**config.mk**
```make
export PLATFORM = sky130hd
export DESIGN_NAME = fifo_stream_reader
export DESIGN_NICKNAME = d
export VERILOG_FILES = /design/src/rtl/fifo_stream_reader.sv
export SDC_FILE = /design/constraint.sdc
export NUM_CORES = 1
export LEC_CHECK = 0
export CORE_AREA = 2 2 92 94
export DETAILED_ROUTE_END_ITERATION = 12
export DIE_AREA = 0 0 94 96
export GPL_ROUTABILITY_DRIVEN = 1
export PLACE_DENSITY = 0.77
export SETUP_SLACK_MARGIN = 0.5
export SLEW_MARGIN = 20
export SYNTH_ARGS = -nofsm -noshare
export SYNTH_HDL_FRONTEND = slang
export SYNTH_SLANG_ARGS = --single-unit
```
**constraint.sdc**
```tcl
create_clock -name clk -period 3.8 [get_ports clk]
set_input_delay 0.76 -clock clk [delete_from_list [all_inputs] [get_ports clk]]
set_output_delay 0.76 -clock clk [all_outputs]
set_load 0.02 [all_outputs]
```
**src/rtl/fifo_stream_reader.sv**
```systemverilog
// rtl/fifo_stream_reader.sv - FIFO read-port adapter with 2-entry valid/ready output buffer.
// Optional delivered-word counter enabled by defining FIFO_READER_CNT_EN.
module fifo_stream_reader #(
  parameter int DWIDTH = 32
) (
  input  logic              clk,
  input  logic              rst,
  output logic              fifo_read,
  input  logic [DWIDTH-1:0] fifo_dout,
  input  logic              fifo_empty,
  output logic              m_valid,
  input  logic              m_ready,
  output logic [DWIDTH-1:0] m_data
`ifdef FIFO_READER_CNT_EN
  ,
  output logic [31:0]       word_cnt
`endif
);

  typedef enum logic [1:0] {
    EMPTY = 2'd0,
    ONE   = 2'd1,
    TWO   = 2'd2
  } occ_t;

  occ_t              occ;
  occ_t              occ_next;
  logic              pending;
  logic [DWIDTH-1:0] buf0;
  logic [DWIDTH-1:0] buf1;
  logic              pop;
  logic              push;
  logic              push_to_buf0;
  logic [2:0]        credit;

  assign pop          = m_valid & m_ready;
  assign push         = pending;
  assign m_valid      = (occ != EMPTY);
  assign m_data       = buf0;
  assign push_to_buf0 = (occ == EMPTY) || ((occ == ONE) && pop);

  // Words held or in flight after this cycle's pop; pop implies occ>0, so never negative.
  assign credit    = {1'b0, occ} + {2'b00, pending} - {2'b00, pop};
  assign fifo_read = !rst && !fifo_empty && (credit < 3'd2);

  always_ff @(posedge clk) begin
    if (rst) begin
      occ     <= EMPTY;
      pending <= 1'b0;
    end else begin
      occ     <= occ_next;
      pending <= fifo_read;
    end
  end

  always_comb begin
    occ_next = occ;
    case (occ)
      EMPTY: if (push) occ_next = ONE;
      ONE: begin
        if (push && !pop)      occ_next = TWO;
        else if (!push && pop) occ_next = EMPTY;
      end
      TWO: if (pop && !push) occ_next = ONE;
      default: occ_next = EMPTY;
    endcase
  end

  // Shift on pop first; a push into buf0 (EMPTY, or ONE with pop) overrides the shift.
  always_ff @(posedge clk) begin
    if (rst) begin
      buf0 <= '0;
      buf1 <= '0;
    end else begin
      if (pop) buf0 <= buf1;
      if (push) begin
        if (push_to_buf0) buf0 <= fifo_dout;
        else              buf1 <= fifo_dout;
      end
    end
  end

  always_ff @(posedge clk) begin
    if (!rst) begin
      assert (!((occ == TWO) && push && !pop));
    end
  end

`ifdef FIFO_READER_CNT_EN
  logic [31:0] cnt;

  always_ff @(posedge clk) begin
    if (rst)      cnt <= 32'd0;
    else if (pop) cnt <= cnt + 32'd1;
  end

  assign word_cnt = cnt;
`endif

endmodule

```
Word level (Yosys, flattened, before mapping)
Cells that the tools add are included.
Widths: inputs -> output; s select.
- reduce and logical (&&, ||, !) cells: 14
- muxes and demuxes: 8
- equal/unequal tests: 5
- divide/modulo/power cells: 0
- bitwise logic cells: 2
- add/subtract/negate cells: 2
- shift operators: 0
- $mul: 0
- magnitude comparators: 1
- operator list (kind ; count):
    $mux 32 ; 3
    $mux 2 ; 4
    $pmux 2 s3 ; 1
    $logic_and 1x1->1 ; 5
    $logic_not 1->1 ; 4
    $ne 2x2->1 const B ; 2
    $add 2x1->3 ; 1
    $lt 3x2->1 const B ; 1
    $ne 3x1->1 const B ; 1
    $reduce_and 3->1 ; 1
    $sub 3x1->3 ; 1
    $eq 2x1->1 const B ; 1
    $eq 2x2->1 const B ; 1
    $logic_not 2->1 ; 1
    $reduce_and 2->1 ; 1
    $reduce_bool 2->1 ; 1
    $and 1x1->1 ; 1
    $logic_or 1x1->1 ; 1
    $not 1->1 ; 1
- input bits: 36
- bits in read-only memories: 0
- bits in latches: 0
- bits in writable memories: 0
- register bits after elaboration: 67
- output and inout bits: 34
- memories kept: 0
- word-level logic and storage cells: 36

Depth between registers and ports, before layout
Gate-level depths: netlist of the first run.
- depth in word-level cells: 6
- gate-level depth with buffers: 9
- mapped depth without buffers: 7

Worst setup path before layout of the first run
OpenSTA, ideal clock, no wires.
- path type: input to output
- from: input port m_ready
- to: output port fifo_read
- path buffers: 1
- stages: 8
- path slack: 0.083 ns
- data arrival time: 2.957 ns
- required time: 3.040 ns
- path through: o21a_1 > clkinv_1 > buf_2 > ha_1 > nand2b_1 > fa_1 > xor2_1 > nor4b_1
- word-level cells in the longest chain between the ends: 4
- RTL lines (item ; line ; source):
    start: declaration ; 12 ; input logic m_ready,
    $and 1x1->1 ; 36 ; assign pop = m_valid & m_ready;
    $sub 3x1->3 ; 43 ; assign credit = {1'b0, occ} + {2'b00, pending} - {2'b00, pop};
    $lt 3x2->1 ; 44 ; assign fifo_read = !rst && !fifo_empty && (credit < 3'd2);
    $logic_and 1x1->1 ; 44 ;
    end: declaration ; 8 ; output logic fifo_read,
Every way passes these cells.

Worst setup path after layout of the first run
Same ends and word-level chain as after synthesis.

==> run metrics, run 1 <==
final setup margin=approximately 0.6 ns; final hold slack=~0.48 ns; Final Non-Filler Cells=515; DP HPWL=a little under 5000 µm; cell row count=33; Yosys warnings=0; dpl cells=~500; initial antenna violation count=0; Worst setup EP type=output pin; setup TNS=0 ns; vias in the first global route=~2600; fin crit period=about 3.2 ns; placed cell area=around 4000 µm²; Clock Skew=around 0.010 ns; Worst slew margin=between 60% and 70%; largest net degree at the start of global routing=slightly above 60; CP max stage delay=~0.38 ns; RSZ-0062 raised after global routing=no; status=finished, final reports clean; CTS buffer count=9; First DRT Iteration DRCs=between 90 and 100; Max Fclk=about 310 MHz; Die H=approximately 96 µm; flops & latches, synth=67; root buffer cell=clkbuf_8; CP Launch Point=m_ready; first-pass GRT wire length=13000 µm; Overflow after GRT=0; P per Cell Area=452 nW/µm²; # IOs=70; Fillers=~730; leakage power=1.42 nW; Peak supply drop=0.000161 V; gate count of the mapped netlist=348; worst hold path class=reg -> reg; clk slew on worst S/H paths=about 0.07 ns; post-CTS setup repair buffer count=0; clock sink total=67; min-delay src=buf1[30]; Synth cell types=27; WS Path Type=in -> out; drt drc=0; hold buffer count at CTS=0; htree depth=3; Worst path most repeated cell=buf_4; initial core utilization=41.2%; DR pass1 iterations=4; worst r2r src=occ[1]; Die X=94 µm; fin nets=around 440; Final ANT Viol Nets=0; worst-margin pin slew=~0.59 ns; Worst path slowest cell=fa_2; synthesized area=approximately 3300 µm²; Tcrit/Tclk final=between 80% and 90%; diode count=0; CTS tree=done; critical path required time=~3.0 ns; Area Growth Syn to Fin=30.0%; startpoint types=input port; DIE AREA=about 9000 µm²; wire per inst=~15 µm; Final Max Slew Viols=0; sequential area share after synthesis=40.4%; CP Cell Sequence=buf_4 -> o21a_4 -> clkinv_2 -> ha_1 -> nand2b_4 -> fa_2 -> xor2_4 -> nor4b_4 -> buf_4; drt total wl=just under 8000 µm; insertion delay to the later sink of the worst-skew pair=approximately 0.34 ns; Routability Congestion=between 0.7 and 0.8; All-Layer GR Usage=approximately 19%; routed vias/inst=roughly 5.2; Longest Clk Path Bufs=2; Synth Area per Inst=between 9 and 10 µm²; syn nets=about 390; final hold vios=0; cell area after layout=around 4300 µm²; via count=~2700; number of max-cap violations=0; fraction of layout instances using a drive strength above 1=approximately 17%; Data arrival, critical path=2.44 ns; Final setup viols=0; critical path peak fanout=4; dpl ws=-0.345 ns; input/output buffers=about 70; Core Footprint=roughly 8000 µm²
==> layout by cell type (no fill, tap or decap), drive strengths merged, types with 2 or more instances in the layout <==
cell type,Yosys,final
nor3,32,32
or2,2,2
nor2,2,2
clkdlybuf4s50,0,66
clkinv,1,4
nand3b,3,3
dfxtp,67,67
a21oi,2,2
nor4b,2,2
buf,18,14
mux2i,32,32
clkbuf,16,9
nand2b,66,66
a311oi,32,32
bufinv,0,3
o21a,2,2
nand2,64,64
==> per-stage QoR <==
step	power (mW)	utilization, %
floorplan	1.07	-
global placement	1.23	50.3
detailed placement	1.24	50.3
CTS	1.96	53.4
global route	2.03	53.6
finish	1.95	53.6
==> cell usage after synthesis (all sizes together) <==
| library cell | number | area (µm²) |
|---|---|---|
| or2b | 1 | 7.51 |
| nand3b | 3 | 22.5 |
| nor3 | 32 | 160 |
| nand2 | 64 | 240 |
| a21o | 1 | 7.51 |
| and2b | 1 | 7.51 |
| ha | 1 | 12.5 |
| xor2 | 1 | 8.76 |
| fa | 1 | 20.0 |
| or2 | 2 | 12.5 |
| clkinv | 1 | 3.75 |
| nor2 | 2 | 7.51 |
| buf | 18 | 150 |
| o21ai | 1 | 5.00 |
| mux2i | 32 | 320 |
| dfxtp | 67 | 1340 |
| a311oi | 32 | 468 |
| nand2b | 66 | 420 |
| clkbuf | 16 | 60.1 |
| a21oi | 2 | 10.0 |
| nor4b | 2 | 17.5 |
| o21a | 2 | 15.0 |
==> sequential cells by signal, summed over array words and instances (netlist names) <==
signal	count
m_data	32
buf1	32
occ	2
pending	1
==> where the power goes <==
group          switching, mW  total, mW  internal, mW
clock network          0.282      0.717         0.435
registers             0.0353      0.790         0.755
logic                  0.232      0.442         0.210
==> worst max-delay path, delay by kind of cell <==
kind	cells	cell delay [ns]
fa+ha+maj	2	0.66
simple gates	2	0.39
buf+inv	3	0.32
xor+xnor	1	0.17
compound gates	1	0.13
==> cells by family (layout without fill, tap and decap cells) <==
group | count (synthesis) | in the layout | synth area share [%]
simple gates | 173 | 173 | 27.0
buf+inv | 35 | 97 | 6.45
fa+ha+maj | 2 | 2 | 0.980
mux | 32 | 32 | 9.65
compound gates | 38 | 38 | 15.2
flops | 67 | 67 | 40.4
xor+xnor | 1 | 1 | 0.264
==> metal layers <==
metal / wire (µm) / vias to the layer above / GRT usage (%)
li1: - / 1309 / -
met1: 3580 / 1308 / 23.9
met2: 3810 / 59 / 30.7
met3: 413 / 5 / 4.62
met4: 68 / 0 / 5.68
met5: 0 / - / 0
==> what timing repair did <==
item	in CTS	in global routing
endpoints found under the setup margin	1	1
gates cloned	0	0
pin swaps	2	3
gates resized for setup	12	3
==> final cells by class <==
cell class,instances,area (µm²),share of cell area (%)
clock buffers,9,124,2.87
well taps,105,131,3.05
repair buffers,80,778,18.0
flip-flops and latches,67,1340,31.1
clock inverters,7,116,2.70
inverters,1,5.00,0.116
multi-input cells,246,1820,42.1
==> path summary, 6_finish.rpt <==
path              slack (ns)  depth (start not counted)   endpoint
setup / recovery        0.60                          9  fifo_read
setup reg to reg        1.72                          5  m_data[8]
hold reg to reg         0.48                          2   buf1[30]
hold / removal          0.48                          2   buf1[30]
No activity file was read; power rests on OpenSTA's default activity.
==> run 2: changes to the inputs <==
--- a/config.mk
+++ b/config.mk
@@ -9,7 +9,7 @@
 export DETAILED_ROUTE_END_ITERATION = 12
 export DIE_AREA = 0 0 94 96
 export GPL_ROUTABILITY_DRIVEN = 1
-export PLACE_DENSITY = 0.77
+export PLACE_DENSITY = 0.8
 export SETUP_SLACK_MARGIN = 0.5
 export SLEW_MARGIN = 20
 export SYNTH_ARGS = -nofsm -noshare
==> constraint.sdc (replaced) <==
create_clock -name clk -period 2.8 [get_ports clk]
set_input_delay 0.56 -clock clk [delete_from_list [all_inputs] [get_ports clk]]
set_output_delay 0.56 -clock clk [all_outputs]
set_load 0.02 [all_outputs]
==> run 2 against run 1 <==
  * Utilization decreased by 0.73 points
  * Clock skew increased by 0.0020 ns
  * Critical endpoint unchanged
  * Register-to-register slack got worse by 0.92 ns
  * Combinational power increased by 39%
  * Cell area decreased by 1.4%
  * Clock-buffer cell count increased by 3
  * Wire length increased by 1.4%
  * Flip-flop and latch count unchanged
  * Die area unchanged
  * First-iteration DRC count increased by 3.3%
  * Via count increased by 0.34%
==> run metrics, run 2 (synthesis results as in run 1) <==
root buffer cell=clkbuf_8; Peak supply drop=between 0.0003 and 0.0004 V; Final setup viols=0; Gate power share=25.4%; input/output buffers=69; worst hold path class=reg -> reg; Data arrival, critical path=approximately 2.2 ns; number of max-cap violations=0; Area Growth Syn to Fin=28.2%; First DRT Iteration DRCs=94; DP HPWL=between 4000 and 5000 µm; r2r setup slk=~0.80 ns; Overflow after GRT=0; critical path required time=between 2 and 2.5 ns; NetSw=between 0.7 and 0.8 mW; placed cell area=about 4100 µm²; final hold vios=0; largest net degree at the start of global routing=100; dpl ws=-0.918 ns; Flop pwr share=between 40% and 50%; fin crit period=2.74 ns; RSZ-0062 raised after global routing=yes; diode count=0; final setup margin=about 0.056 ns; clock share of power=30.5%; drt drc=0; Worst slew margin=~29%; most frequent cells in the layout=dfxtp_1 (65), clkdlybuf4s50_1 (65), nand2b_1 (64), nand2_1 (64); initial antenna violation count=0; fin nets=between 400 and 500; fin util=a little over half; Final Max Slew Viols=0; drt total wl=~8000 µm; power after layout=2.42 mW; cell row count=33; Final Non-Filler Cells=approximately 520; clock sink total=67; vias in the first global route=approximately 2800; initial core utilization=41.2%; switching share of total power=a little under a third; clk slew on worst S/H paths=around 0.080 ns; cell area after layout=4250 µm²; htree depth=3; startpoint types=register; total internal power=1.68 mW; insertion delay to the later sink of the worst-skew pair=approximately 0.34 ns; All-Layer GR Usage=18.5%; fraction of layout instances using a drive strength above 1=~18%; Die H=roughly 96 µm; Clock Skew=approximately 0.012 ns; wire per inst=approximately 15 µm; dpl cells=498; P per Cell Area=568 nW/µm²; DR pass1 iterations=4; Final ANT Viol Nets=0; via count=2690; CTS buffer count=9; first-pass GRT wire length=~13000 µm; setup TNS=0 ns; leakage power=around 1.4 nW; routed vias/inst=5.21; Core Footprint=approximately 8000 µm²; WS Path Type=reg -> out; Routability Congestion=about 0.74; worst-margin pin slew=roughly 1.1 ns; status=finished, final reports clean; hold buffer count at CTS=0; Die X=approximately 94 µm; Max Fclk=roughly 360 MHz; final hold slack=between 0.4 and 0.5 ns; critical path peak fanout=2; # IOs=70; CTS tree=done; Tcrit/Tclk final=98.0%; DIE AREA=~9000 µm²; Longest Clk Path Bufs=2; Worst setup EP type=output pin
==> run 2: worst paths after layout <==
check | endpoint | depth (start not counted) | startpoint
hold reg to reg | buf1[4] | 2 | buf1[4]
setup / recovery | fifo_read | 8 | occ[0]
setup reg to reg | buf1[6] | 5 | occ[0]
hold / removal | buf1[4] | 2 | buf1[4]
==> run 2: repair_timing <==
item                                    4_1_cts  5_1_grt
resized for setup                            11        1
endpoints found under the setup margin        2        2
setup buffers                                 2        0
pin swaps                                     4        0
==> run 2: cell type report <==
class	instances	area, µm²
flip-flops and latches	67	1340
clock inverters	4	25.0
multi-input cells	246	1820
well taps	105	131
clock buffers	12	155
inverters	1	8.76
repair buffers	81	773
fillers	754	3800
==> run 2: metal layers <==
metal | part of all wire [%] | track usage [%]
met5 | 0 | 0
met4 | 0.81 | 5.56
met3 | 4.3 | 4.78
met2 | 48 | 32.0
met1 | 47 | 22.7
==> run 2: power by group through the flow <==
stage	clock (mW)	sequential, mW	combinational, mW
2_1_floorplan	0	1.15	0.313
3_3_place_gp	0	1.09	0.598
5_1_grt	0.792	1.07	0.657
4_1_cts	0.748	1.07	0.618
6_report	0.736	1.07	0.613
3_5_place_dp	0	1.09	0.614
==> run 2: critical path, stage by stage, from the launching register on <==
cell	delay (ns)
dfxtp_2	0.33
o21a_4	0.22
clkinv_4	0.05
ha_4	0.18
nand2b_4	0.13
fa_2	0.35
xor2_2	0.17
nor4b_4	0.24
buf_4	0.17
